--- src/rtl/clock24_timekeeper.sv ---
`default_nettype none
// ============================================================================
//  Module      : clock24_timekeeper
//  Description : 24-hour BCD HH:MM:SS timekeeper with 1 Hz prescaler, key
//                driven set mode and blinking digit enables for the edited pair.
//  Revision    : 1.0 - initial release
// ============================================================================
module clock24_timekeeper #(
    parameter int CLK_HZ    = 50_000_000,
    parameter int BLINK_DIV = 12_500_000
) (
    input  logic       CLK,
    input  logic       RST,
    input  logic       KEY_MODE,
    input  logic       KEY_INC,
    output logic [3:0] HOUR_T,
    output logic [3:0] HOUR_U,
    output logic [3:0] MIN_T,
    output logic [3:0] MIN_U,
    output logic [3:0] SEC_T,
    output logic [3:0] SEC_U,
    output logic [5:0] EN,
    output logic [1:0] MODE,
    output logic       TICK_1HZ
);

    localparam int PRE_W   = (CLK_HZ > 1)    ? $clog2(CLK_HZ)    : 1;
    localparam int BLINK_W = (BLINK_DIV > 1) ? $clog2(BLINK_DIV) : 1;
    localparam logic [PRE_W-1:0]   PRE_LAST   = PRE_W'(CLK_HZ - 1);
    localparam logic [BLINK_W-1:0] BLINK_LAST = BLINK_W'(BLINK_DIV - 1);

    localparam logic [5:0] EN_ALL      = 6'b111111;
    localparam logic [5:0] EN_HOUR_OFF = 6'b001111;
    localparam logic [5:0] EN_MIN_OFF  = 6'b110011;

    typedef enum logic [1:0] {
        RUN      = 2'd0,
        SET_HOUR = 2'd1,
        SET_MIN  = 2'd2
    } mode_t;

    mode_t              mode_q;
    logic [PRE_W-1:0]   prescaler;
    logic [BLINK_W-1:0] blink_cnt;
    logic               blink_phase;

    logic sec_carry;
    logic min_carry;

    assign sec_carry = (SEC_T == 4'd5) && (SEC_U == 4'd9);
    assign min_carry = (MIN_T == 4'd5) && (MIN_U == 4'd9);
    assign MODE      = mode_q;

    // Two-digit BCD 00..59 increment with wrap; used for seconds and minutes.
    function automatic logic [7:0] sexa_next(input logic [3:0] t, input logic [3:0] u);
        if (u == 4'd9) begin
            if (t == 4'd5) return 8'h00;
            else           return {t + 4'd1, 4'd0};
        end
        return {t, u + 4'd1};
    endfunction

    function automatic logic [7:0] hour_next(input logic [3:0] t, input logic [3:0] u);
        if (t == 4'd2 && u == 4'd3) return 8'h00;
        if (u == 4'd9)              return {t + 4'd1, 4'd0};
        return {t, u + 4'd1};
    endfunction

    always_ff @(posedge CLK) begin
        if (RST) begin
            mode_q      <= RUN;
            prescaler   <= '0;
            blink_cnt   <= '0;
            blink_phase <= 1'b0;
            HOUR_T      <= 4'd0;
            HOUR_U      <= 4'd0;
            MIN_T       <= 4'd0;
            MIN_U       <= 4'd0;
            SEC_T       <= 4'd0;
            SEC_U       <= 4'd0;
            EN          <= EN_ALL;
            TICK_1HZ    <= 1'b0;
        end else begin
            TICK_1HZ <= 1'b0;
            case (mode_q)
                RUN: begin
                    blink_cnt   <= '0;
                    blink_phase <= 1'b0;
                    EN          <= EN_ALL;
                    if (prescaler == PRE_LAST) begin
                        prescaler        <= '0;
                        TICK_1HZ         <= 1'b1;
                        {SEC_T, SEC_U}   <= sexa_next(SEC_T, SEC_U);
                        if (sec_carry)
                            {MIN_T, MIN_U} <= sexa_next(MIN_T, MIN_U);
                        if (sec_carry && min_carry)
                            {HOUR_T, HOUR_U} <= hour_next(HOUR_T, HOUR_U);
                    end else begin
                        prescaler <= prescaler + PRE_W'(1);
                    end
                    // A coincident tick is kept; the set mode holds the prescaler at 0.
                    if (KEY_MODE) begin
                        mode_q    <= SET_HOUR;
                        prescaler <= '0;
                    end
                end
                SET_HOUR, SET_MIN: begin
                    prescaler <= '0;
                    if (KEY_MODE) begin
                        blink_cnt   <= '0;
                        blink_phase <= 1'b0;
                        EN          <= EN_ALL;
                        if (mode_q == SET_HOUR) begin
                            mode_q <= SET_MIN;
                        end else begin
                            mode_q <= RUN;
                            SEC_T  <= 4'd0;
                            SEC_U  <= 4'd0;
                        end
                    end else if (KEY_INC) begin
                        blink_cnt   <= '0;
                        blink_phase <= 1'b0;
                        EN          <= EN_ALL;
                        if (mode_q == SET_HOUR)
                            {HOUR_T, HOUR_U} <= hour_next(HOUR_T, HOUR_U);
                        else
                            {MIN_T, MIN_U} <= sexa_next(MIN_T, MIN_U);
                    end else if (blink_cnt == BLINK_LAST) begin
                        blink_cnt   <= '0;
                        blink_phase <= ~blink_phase;
                        if (blink_phase)
                            EN <= EN_ALL;
                        else
                            EN <= (mode_q == SET_HOUR) ? EN_HOUR_OFF : EN_MIN_OFF;
                    end else begin
                        blink_cnt <= blink_cnt + BLINK_W'(1);
                    end
                end
                default: begin
                    mode_q      <= RUN;
                    prescaler   <= '0;
                    blink_cnt   <= '0;
                    blink_phase <= 1'b0;
                    EN          <= EN_ALL;
                end
            endcase
        end
    end

endmodule
`default_nettype wire

--- config.mk ---
export PLATFORM = sky130hd
export DESIGN_NAME = clock24_timekeeper
export DESIGN_NICKNAME = d
export VERILOG_FILES = /design/src/rtl/clock24_timekeeper.sv
export SDC_FILE = /design/constraint.sdc
export NUM_CORES = 1
export LEC_CHECK = 0
export ABC_AREA = 1
export BUFFER_PORTS_ARGS = -buffer_cell sky130_fd_sc_hd__buf_2
export CAP_MARGIN = 20
export CORE_MARGIN = 2
export CORE_UTILIZATION = 35
export DETAILED_ROUTE_END_ITERATION = 8
export GPL_ROUTABILITY_DRIVEN = 1
export SLEW_MARGIN = 20
export SYNTH_ARGS = -nofsm -noshare
export SYNTH_HDL_FRONTEND = slang
export SYNTH_SLANG_ARGS = --single-unit
--- constraint.sdc ---
create_clock -name CLK -period 5.2 [get_ports CLK]
set_input_delay 0.78 -clock CLK [delete_from_list [all_inputs] [get_ports CLK]]
set_output_delay 0.78 -clock CLK [all_outputs]
set_load 0.01 [all_outputs]
Yosys cells after proc, flatten, opt, wreduce, memory -nomap -nowiden. Index checks and enable logic that the tools add are counted. W data, S select, Z words.

Register bits after elaboration: 84. Bits in latches: 0. RAM bits: 0. Bits in read-only memories: 0. Output and inout port bits: 33. Memories kept: 0.

$add $sub $neg: 8. $mul: 0. Div/mod/pow operators: 0. Magnitude comparators: 0. Eq/ne operators: 25. Shift-type cells: 0. Multiplexer cells: 86. Bitwise logic cells: 3. Reduce and logical (&&, ||, !) cells: 18.

Operators by type and width (number): $mux W8 (13); $mux W4 (24); $pmux W4 S2 (6); $mux W1 (37); $add A26 B1 Y26 const B (1); $eq A26 B26 Y1 const B (1); $add A24 B1 Y24 const B (1); $add A4 B1 Y4 const B (6); $eq A24 B24 Y1 const B (1); $ne A2 B2 Y1 const B (12); $reduce_and A8 Y1 (2); $eq A4 B4 Y1 const B (3); $mux W6 (2); $reduce_and A6 Y1 (2); $eq A4 B2 Y1 const B (2); $eq A4 B3 Y1 const B (2); $reduce_or A4 Y1 (2); $mux W2 (3); $ne A3 B3 Y1 const B (2); $reduce_and A5 Y1 (1); $reduce_or A5 Y1 (1); $logic_and A1 B1 Y1 (4); $pmux W2 S2 (1); $reduce_and A4 Y1 (1); 7 further kinds (10).

Longest topological paths before layout. Gate-level depths: netlist (run 1).

Word-level depth: 20. Gate-level depth with buffers: 12. Mapped depth without buffers: 11.

Worst setup path before layout (run 1). No wires, ideal clock.

Path kind: register to register. Start: register mode_q[0], in the netlist MODE[0]. End: register EN[4]. Arrival: 1727 ps. Setup slack: 3358 ps. Cell stages (with the launch flop): 12. Path through: dfxtp_1 -> inv_1 -> ha_1 -> inv_2 -> nor2_1 -> inv_1 -> nor3_2 -> inv_2 -> nor2_4 -> inv_2 -> buf_6 -> o21a_1.

Longest elaborated chain between the ends: 4. Elaborated cells on any way between the ends: 7. Classes of those cells: 2 x eq/ne; 2 x mux; 1 x bitwise; 2 x reduce/logical.

RTL lines: start: declaration (RTL line 42) `mode_t mode_q;`; start signal: assignment (RTL line 71) `mode_q <= RUN;`; start signal: assignment (RTL line 103) `mode_q <= SET_HOUR;`; start signal: assignment (RTL line 114) `mode_q <= SET_MIN;`; $eq A2 B1 Y1 / $eq A2 B2 Y1 (equally long branches) (RTL line 85, 134); $reduce_or A2 Y1 (RTL line 85) `case (mode_q)`; $not A1 Y1 (no line); $reduce_or A4 Y1 (no line); end signal: assignment (RTL line 134) `EN <= (mode_q == SET_HOUR) ? EN_HOUR_OFF : EN_MIN_OFF;`; end: declaration (RTL line 22) `output logic [5:0] EN,`.

Parallel ways exist; a longest one is shown, timed or not. A chain may end at the register's enable or synchronous reset.

Final worst setup path (run 1).
Start: register mode_q[0], in the netlist MODE[0]. End: register SEC_U[0].

Longest elaborated chain between the ends: 4. Elaborated cells on any way between the ends: 10. Classes of those cells: 5 x eq/ne; 1 x mux; 4 x reduce/logical.

RTL lines: $eq A2 B1 Y1 / $eq A2 B2 Y1 (equally long branches) (RTL line 85, 113); $reduce_or A2 Y1 (RTL line 85); $ne A2 B2 Y1 (no line) / $reduce_bool A2 Y1 (equally long branches); $reduce_and A4 Y1 (no line); end signal: assignment (RTL line 93) `{SEC_T, SEC_U} <= sexa_next(SEC_T, SEC_U);`; end: declaration (RTL line 21) `output logic [3:0] SEC_U,`.

Parallel ways exist; a longest one is shown, timed or not.

==> reports/results.ini, run 1 <==
[cts]
post_cts_resized=0
cts_tree=done
cts_root_buf=clkbuf_16
hold_buffers=0
clock_latency_ns=0.33
cts_setup_buffers=0
htree_levels=3
clock-sinks=80
cts_buffer_depth=2
clk_pin_slew_ns=0.06
numCtsBuffers=9

[floorplan]
num_rows=41
die-area_um2=13720
die_h_um=117.1
die_w_um=117.1
core_um2=12570
start_util=0.3564
io_pins=37

[sta]
fmax_ghz=0.4882
finalSetupTns_ns=0
fin_skew_ns=0.005817
whs_ns=0.4601
hold_viol_final=0
worst_pin_slew_ns=0.5596
worst_slack_ns=3.152
grt_setup_unrepaired=no
setup-violations-final=0
period_share=0.3939
slew_violations=0
finalCriticalPeriod_ns=2.048
slew_headroom=0.6217

[critical_path]
cp.required_ns=5.42
cp-end-kind=flip-flop
setup.worst_path.class=flip-flop to flip-flop
worstSetupStartpointType=flip-flop
crit_fanout=5
arrival_ns=2.26

[routing]
postRouteAntennaNets=0
routedWlPerCell_um=11.23
drt-total-wl_um=9414
num_vias=3963
drt_pass1_iterations=5
avgViaCountPerCell=4.729
drcViolationCount=0
drt_iter0_drc=349

[place]
gp_congestion=0.8413
portBuffers=34
place_ws_ns=3.042
dp_hpwl_um=7125

[global_routing]
grt_pass1_wl_um=16210
grt_max_degree=27
grt_overflow=0
grt.total_usage=0.1454
grt_pass1_vias=3608
antenna_found_initial=0

[finish]
fin_util=0.4074
fin_nets=681
multi_input_area_um2=2477
antenna_cells=0
seq_area_um2=1602
drive_above_1_share=0.1592
nFillCells=1296
area_delta_synth_final_pct=14.30

[logic_synthesis]
ys.flop_type=dfxtp_1
async_flop_share=0
syn-cell-area_um2=4479
synth_edf_count=0
synth_cell_types=42
syn_avg_cell_area_um2=7.144
seq_area_frac_synth=0.3575
yosys_warnings=0
ys_ff_latch=80
syn_inst=627

[worst_hold_path]
hp-class=flip-flop to flip-flop

[run]
drv_cap=0

[power_and_ir_drop]
p_leak_uw=0.002022
worst_ir_drop_vdd_uv=213.9
total_power_uw=1488
power.density_nw_per_um2=290.6

[status]
outcome=complete, no violations

-- metrics by stage --
stage               cells  area (um2)
finish                838        5120
global route          838        5120
CTS                   838        5120
detailed placement    822        4788
global placement      822        4788
floorplan             628        4483
-- cell families (layout without fill, tap and decap cells) --
family,after synthesis,count (layout),share of synthesized area
AOI/OAI and AO/OA,68,68,0.08100
xor gates and xnor gates,18,18,0.03520
adders and majority gates,16,16,0.04469
buffers and inverters,98,136,0.09022
DFF,80,80,0.3575
other,1,2,0.0008372
and+or+nand+nor,346,346,0.3905
-- critical path, cell delays in order, from the launching register on --
cell and delay [ns]:
dfxtp_1 0.38, inv_1 0.10, ha_1 0.34, inv_2 0.11, nor2_1 0.06, nor3_1 0.44
nand2_2 0.18, o21ai_1 0.25, nor2_1 0.08
-- registers in the layout (all words and copies together) (netlist names), 2 cells and up --
name / count
prescaler: 26
SEC_T: 4
HOUR_U: 4
SEC_U: 4
EN: 2
MIN_U: 4
HOUR_T: 4
blink_cnt: 24
MIN_T: 4
MODE: 2
-- cell usage in the layout (no fill, tap or decap), types with 2 or more instances in the layout --
cell type,n
a21oi_1,40
a31oi_1,2
buf_2,34
bufinv_16,2
clkbuf_16,9
clkinv_4,2
clkinvlp_4,2
conb_1,2
dfxtp_1,80
ha_1,16
inv_1,78
inv_2,7
nand2_1,112
nand2_2,7
nand2_4,3
nand3_1,37
nand3_2,5
nand4_1,20
nand4_4,2
nor2_1,97
nor2_2,6
nor2_4,6
nor3_1,17
nor3_2,3
nor3b_1,9
nor3b_2,2
nor4_1,2
o21a_1,3
o21ai_0,15
o21ai_1,4
o21bai_1,2
or2_0,3
or2_2,10
xnor2_1,6
xor2_1,12
-- layer usage --
metal | vias to the layer above | GRT usage | share of wire
met4 | 0 | 0.04314 | 0.011
met1 | 1785 | 0.1935 | 0.49
met5 | - | 0 | 0
met2 | 81 | 0.2324 | 0.45
met3 | 11 | 0.03811 | 0.046
li1 | 2086 | - | -
-- layout make-up --
cell class	count	share of cell area
Multi-Input combinational cell	450	0.4839
Inverter	86	0.06329
Timing Repair Buffer	34	0.03324
Clock buffer	10	0.04668
Clock inverter	6	0.01808
Sequential cell	80	0.3128
Tap cell	172	0.04203
-- synthesized netlist by cell type, drive strengths merged (10+ instances only) --
cell type | number | area share
o21ai | 19 | 0.021
nand2 | 123 | 0.12
nor3b | 11 | 0.021
nor2 | 110 | 0.11
nor3 | 21 | 0.029
xor2 | 12 | 0.023
ha | 16 | 0.045
or2 | 13 | 0.018
inv | 85 | 0.071
buf | 10 | 0.016
nand4 | 23 | 0.040
dfxtp | 80 | 0.36
nand3 | 42 | 0.053
a21oi | 40 | 0.045
-- where the power goes --
group          total (uW)  internal, uW  leakage, uW  switching, uW
logic                 158          48.8      0.00122            109
registers             641           626     0.000646           15.2
clock network         688           435     0.000155            253
total                1490          1110      0.00202            378
-- worst paths after layout --
path                      from  slack, ns      endpoint  depth (start not counted)
setup / recovery       MODE[0]       3.15      SEC_U[0]                          8
hold / removal    prescaler[0]       0.46  prescaler[0]                          1
setup reg to reg       MODE[0]       3.15      SEC_U[0]                          8
hold reg to reg   prescaler[0]       0.46  prescaler[0]                          1
(Power assumes the default switching activity.)
==> run 2: changes to the inputs <==
Clock period 5.2 ns to 1.8 ns, I/O delays scaled along.
==> run 2 against run 1 <==
- register-to-register slack lost 3.1 ns
- combinational power grew to 4.1 times the previous value
- setup slack lost 3.1 ns
- worst hold slack lost 0.23 ns
- utilization grew 3.3 points
- critical path depth grew 2
- clock power grew to 2.9 times the previous value
- global-route usage grew 0.42 points
- largest cell class unchanged
- routed wire length grew 4.3%
- non-clock buffer count grew 37
==> reports/results.ini, run 2 (synthesis results as in run 1) <==
[global_routing]
grt_max_degree=21  ; was 27
grt_overflow=0  ; unchanged
grt_pass1_wl_um=16460  ; was 16210 um
grt.total_usage=0.1496  ; was 0.1454
antenna_found_initial=0  ; unchanged
grt_pass1_vias=3676  ; was 3608

[finish]
area_delta_synth_final_pct=23.52  ; was 14.30%
reg_top3=prescaler: 26 flops, blink_cnt: 24 flops  ; unchanged
stdcell_count=876  ; was 838
final_cell_mix=nand2_1, nor2_1, inv_1  ; was nand2_1, nor2_1, dfxtp_1
layout.cells.most_common=nand2_1  ; unchanged
top_register=prescaler  ; unchanged
largest_reg_flops=26  ; unchanged
drive_above_1_share=0.2358  ; was 0.1592
fin_nets=719  ; was 681
antenna_cells=0  ; unchanged
nFillCells=1255  ; was 1296

[sta]
finalSetupTns_ns=0  ; unchanged
hold_viol_final=0  ; unchanged
worst_pin_slew_ns=0.5169  ; was 0.5596 ns
fmax_ghz=0.5809  ; was 0.4882 GHz
finalCriticalPeriod_ns=1.721  ; was 2.048 ns
fin_skew_ns=0.006554  ; was 0.005817 ns
worst_slack_ns=0.07863  ; was 3.152 ns
slew_headroom=0.6522  ; was 0.6217
period_share=0.9563  ; was 0.3939
slew_violations=0  ; unchanged
setup-violations-final=0  ; unchanged
grt_setup_unrepaired=yes  ; was no

[critical_path]
slowest_delay_ns=0.36  ; was 0.44 ns
crit_fanout=7  ; was 5
critical-path-top-delay-family=simple AND/OR/NAND/NOR gates  ; unchanged
worstSetupStartpointType=flip-flop  ; unchanged
cp_slowest_cell=dfxtp_4  ; was nor3_1
path_buf_inv=0  ; was 2
arrival_ns=1.95  ; was 2.26 ns
path_cells=ha_4 > nand2_4 > nor2_4 > nand2_2 > nor2_4 > nand2_4 > nand2_8 > nand4_4 > o21ai_0 > nor2_1  ; was inv_1 > ha_1 > inv_2 > nor2_1 > nor3_1 > nand2_2 > o21ai_1 > nor2_1
setup.worst_path.class=flip-flop to flip-flop  ; unchanged
cp-end-kind=flip-flop  ; unchanged
cp.required_ns=2.03  ; was 5.42 ns

[worst_hold_path]
hp-class=input port to flip-flop  ; was flip-flop to flip-flop

[routing]
num_vias=4056  ; was 3963
routedWlPerCell_um=11.21  ; was 11.23 um
drt_pass1_iterations=4  ; was 5
drcViolationCount=0  ; unchanged
postRouteAntennaNets=0  ; unchanged
avgViaCountPerCell=4.630  ; was 4.729
drt-total-wl_um=9821  ; was 9414 um
drt_iter0_drc=292  ; was 349

[status]
outcome=complete, no violations  ; unchanged

[cts]
clock_latency_ns=0.34  ; was 0.33 ns
cts_root_buf=clkbuf_16  ; unchanged
htree_levels=3  ; unchanged
clk_pin_slew_ns=0.06  ; about the same
numCtsBuffers=9  ; unchanged
cts_buffer_depth=2  ; unchanged
clock-sinks=80  ; unchanged
cts_tree=done  ; unchanged

[place]
portBuffers=34  ; unchanged
dp_cells=847  ; was 822
dp_hpwl_um=7404  ; was 7125 um
gp_congestion=0.8425  ; was 0.8413
place_ws_ns=-0.03301  ; was 3.042 ns

[power_and_ir_drop]
power.density_nw_per_um2=808.7  ; was 290.6 nW/um2
worst_ir_drop_vdd_uv=444.6  ; was 213.9 uV
p_leak_uw=0.002250  ; was 0.002022 uW

[floorplan]
die_h_um=117.1  ; unchanged
num_rows=41  ; unchanged
io_pins=37  ; unchanged
start_util=0.3564  ; unchanged
die_w_um=117.1  ; unchanged
die-area_um2=13720  ; unchanged
core_um2=12570  ; unchanged

[run]
drv_cap=0  ; unchanged

[run 2: cell count changes in the layout (fill, tap and decap cells not counted), moves of 2 or more]
| cell | delta |
|---|---|
| nor3b_1 | -2 |
| dfxtp_2 | +4 |
| nor2_4 | +2 |
| nor3b_2 | +2 |
| ha_1 | -3 |
| nor2_2 | +6 |
| nand2_4 | +2 |
| ha_4 | +2 |
| nor2_1 | -8 |
| buf_4 | +35 |
| o21ai_0 | -2 |
| dfxtp_1 | -5 |
| inv_6 | +2 |
[run 2: what timing repair did]
action | 4_1_cts | 5_1_grt
endpoints found under the setup margin | 13 | 47
setup buffers | 1 | 11
resized for setup | 3 | 29
pin swaps | 1 | 14
gates cloned | 0 | 1
hold buffers | 0 | 0
[run 2: worst paths after layout]
| path | start | endpoint | slack, ns | depth (start not counted) |
|---|---|---|---|---|
| min | RST | MODE[0] | 0.23 | 2 |
| max reg2reg | prescaler[1] | MIN_U[2] | 0.08 | 10 |
| max | prescaler[1] | MIN_U[2] | 0.08 | 10 |
| min reg2reg | blink_cnt[23] | blink_cnt[23] | 0.46 | 2 |
[run 2: worst reg2reg max path, delay by kind of cell, from the launching register on]
kind / cells / cell delay [ns]
fa+ha+maj: 1 / 0.15
simple gates: 8 / 0.91
compound gates: 1 / 0.20
flops: 1 / 0.36
[run 2: report_power, final]
part           switching, uW  internal (uW)  total (uW)
sequential              30.3           1810        1840
combinational            390            260         650
clock                    728           1260        1980
total                   1150           3330        4470
[run 2: stage by stage]
step / hold WS, ns / instance area, um2 / total power, uW / utilization
6_report: 0.2270 / 5533 / 4474 / 0.4402
5_1_grt: 0.2331 / 5533 / 4692 / 0.4402
4_1_cts: 0.1998 / 5346 / 4463 / 0.4254
3_5_place_dp: 0.4567 / 4991 / 2428 / 0.3971
3_3_place_gp: 0.4495 / 4991 / 2408 / 0.3971
2_1_floorplan: 0.4255 / 4486 / 2244 / -
[run 2: cell type report]
type	instances	area, um2	area share
multi-input combinational	451	2585	0.4672
clock inverter	6	90.09	0.01628
sequential	80	1610	0.2910
timing repair buffer	71	464.2	0.08390
tap	172	215.2	0.03890
inverter	86	329.1	0.05948
clock buffer	10	239.0	0.04319
[run 2: per-layer routing]
layer / GRT usage / part of all wire
met3: 0.03759 / 0.034
met4: 0.04078 / 0.015
met2: 0.2382 / 0.44
met5: 0 / 0
met1: 0.2024 / 0.51
==> run 3: changes to the inputs <==
Settings changed: ABC_AREA 1 to not set.
==> run 3 against run 2 <==
- the flow now finishes with violations (negative setup slack)
- first-iteration DRC count fell by 4.8%
- count of clock-buffer cells in the layout did not move
- via count fell by 3.8%
- worst hold slack got worse by 0.066 ns
- sequential power fell by 2%
- synthesized area fell by 9.8%
- global-route usage rose by 2.1 points
- critical path depth fell by 4
- cell count fell by 13%
- synthesized cell count fell by 23%
- total power fell by 2.3%
- critical endpoint is now SEC_T[1]
==> reports/results.ini, run 3 <==
[cts]
numCtsBuffers=9  ; unchanged
cts_root_buf=clkbuf_16  ; unchanged
clock_latency_ns=0.34  ; about the same
clk_pin_slew_ns=0.07  ; was 0.06 ns
cts_buffer_depth=2  ; unchanged
htree_levels=3  ; unchanged
clock-sinks=80  ; unchanged
hold_buffers=0  ; unchanged
cts_tree=done  ; unchanged

[power_and_ir_drop]
power.density_nw_per_um2=732.1  ; was 808.7 nW/um2
p_leak_uw=0.002353  ; was 0.002250 uW
worst_ir_drop_vdd_uv=470.5  ; was 444.6 uV
total_power_uw=4370  ; was 4474 uW

[logic_synthesis]
synth_common_cells=dfxtp_1, nor2_1, nand2_1  ; was nand2_1, nor2_1, dfxtp_1
syn_inst=480  ; was 627
yosys_warnings=0  ; unchanged
synth.area.top_cells=dfxtp_1, nor2_1, xnor2_1  ; was dfxtp_1, nand2_1, nor2_1
synthMostInstantiatedCell=dfxtp_1  ; was nand2_1
async_flop_share=0  ; unchanged
seq_area_frac_synth=0.3963  ; was 0.3575
syn-cell-area_um2=4041  ; was 4479 um2
synth_edf_count=0  ; unchanged
synth_cell_types=47  ; was 42
synth_top_cell_area_share=0.3963  ; was 0.3575
syn_avg_cell_area_um2=8.420  ; was 7.144 um2
ys_ff_latch=80  ; unchanged
ys.flop_type=dfxtp_1  ; unchanged
yosysTopAreaCell=dfxtp_1  ; unchanged

[finish]
area_delta_synth_final_pct=47.71  ; was 23.52%
largest_reg_flops=26  ; unchanged
reg_top3=prescaler: 26 flops, blink_cnt: 24 flops  ; unchanged
antenna_cells=0  ; unchanged
top_register=prescaler  ; unchanged
nFillCells=1026  ; was 1255
final_cell_mix=buf_4, nor2_1, dfxtp_1  ; was nand2_1, nor2_1, inv_1
layout.cells.most_common=buf_4  ; was nand2_1
drive_above_1_share=0.3772  ; was 0.2358
fin_nets=630  ; was 719
stdcell_count=758  ; was 876

[place]
dp_hpwl_um=7180  ; was 7404 um
dp_cells=722  ; was 847
portBuffers=34  ; unchanged
place_ws_ns=-0.2627  ; was -0.03301 ns
gp_congestion=0.7992  ; was 0.8425

[global_routing]
antenna_found_initial=0  ; unchanged
grt.total_usage=0.1706  ; was 0.1496
grt_pass1_vias=3826  ; was 3676
grt_overflow=0  ; unchanged
grt_pass1_wl_um=17670  ; was 16460 um
grt_max_degree=27  ; was 21

[sta]
fin_skew_ns=0.01131  ; was 0.006554 ns
worst_slack_ns=-0.2872  ; was 0.07863 ns
fmax_ghz=0.4791  ; was 0.5809 GHz
setup-violations-final=24  ; was 0
hold_viol_final=0  ; unchanged
grt_setup_unrepaired=yes  ; unchanged
finalCriticalPeriod_ns=2.087  ; was 1.721 ns
slew_violations=0  ; unchanged
whs_ns=0.1609  ; was 0.2270 ns
period_share=1.160  ; was 0.9563

[status]
outcome=complete, but fails checks  ; was complete, no violations
violations=negative setup slack

[routing]
avgViaCountPerCell=5.148  ; was 4.630
drt-total-wl_um=10650  ; was 9821 um
drcViolationCount=0  ; unchanged
routedWlPerCell_um=14.04  ; was 11.21 um
drt_iter0_drc=278  ; was 292
drt_pass1_iterations=4  ; unchanged
postRouteAntennaNets=0  ; unchanged
num_vias=3902  ; was 4056

[critical_path]
critical-path-top-delay-family=simple AND/OR/NAND/NOR gates  ; unchanged
path_cells=ha_4 > nand2_4 > or4_4 > o31a_1 > or4_1 > a21oi_1  ; was ha_4 > nand2_4 > nor2_4 > nand2_2 > nor2_4 > nand2_4 > nand2_8 > nand4_4 > o21ai_0 > nor2_1
cp_slowest_cell=or4_4  ; was dfxtp_4
crit_fanout=3  ; was 7
cp.required_ns=2.08  ; was 2.03 ns
path_buf_inv=0  ; unchanged
cp-end-kind=flip-flop  ; unchanged
setup.worst_path.class=flip-flop to flip-flop  ; unchanged
arrival_ns=2.36  ; was 1.95 ns
slowest_delay_ns=0.56  ; was 0.36 ns
worstSetupStartpointType=flip-flop  ; unchanged

[floorplan]
io_pins=37  ; unchanged
num_rows=39  ; was 41
die_w_um=111.5  ; was 117.1 um
core_um2=11320  ; was 12570 um2
die-area_um2=12420  ; was 13720 um2
start_util=0.3570  ; was 0.3564
die_h_um=111.5  ; was 117.1 um

[worst_hold_path]
hp-class=input port to flip-flop  ; unchanged

[run]
drv_cap=0  ; unchanged

run 3: per-stage QoR:
step	util	instance area [um2]	setup TNS (ns)
after global routing	0.5273	5969	-5.493
after floorplan	-	4158	-0.7989
after CTS	0.5010	5672	-2.622
final	0.5273	5969	-3.621
after global placement	0.4458	5047	-5.379
after detailed placement	0.4458	5047	-6.619
run 3: final timing paths:
check	cells past startpoint	end	from	slack [ns]
setup / recovery	6	SEC_T[1]	prescaler[1]	-0.29
hold reg to reg	1	blink_cnt[0]	blink_cnt[0]	0.44
setup reg to reg	6	SEC_T[1]	prescaler[1]	-0.29
hold / removal	2	MODE[0]	RST	0.16
run 3: power breakdown:
group          total (uW)  internal [uW]  switching (uW)
logic                 552            248             304
clock network        2010           1260             758
registers            1800           1790            14.2
total                4370           3290            1080
run 3: per-layer routing:
layer	wire, um	global-route usage	up-vias
met5	0	0	-
met4	199	0.05514	0
met3	272	0.03702	16
met2	5201	0.2878	51
met1	4972	0.2182	1880
li1	-	-	1955
run 3: timing repair:
item,in CTS,in global routing
cloned,1,3
setup endpoints to repair,50,59
buffers inserted,12,5
gates resized for setup,43,43
pin swaps,26,12
run 3: final cells by class:
class | instances | area (um2) | share of cell area
Clock buffer | 10 | 239.0 | 0.04003
Clock inverter | 6 | 92.59 | 0.01551
Inverter | 14 | 52.55 | 0.008803
Multi-Input combinational cell | 367 | 2744 | 0.4597
Sequential cell | 80 | 1622 | 0.2716
Tap cell | 143 | 178.9 | 0.02997
Timing Repair Buffer | 138 | 1041 | 0.1744
run 3: kinds of logic (layout without fill, tap and decap cells):
logic type | Yosys count | in the layout | synth area share
other cells | 1 | 2 | 0.0009279
flops | 80 | 80 | 0.3963
xor+xnor | 47 | 47 | 0.1019
buf+inv | 35 | 168 | 0.03622
simple gates | 238 | 238 | 0.3087
compound gates | 59 | 60 | 0.09536
fa+ha+maj | 16 | 16 | 0.04954
mux | 4 | 4 | 0.01114
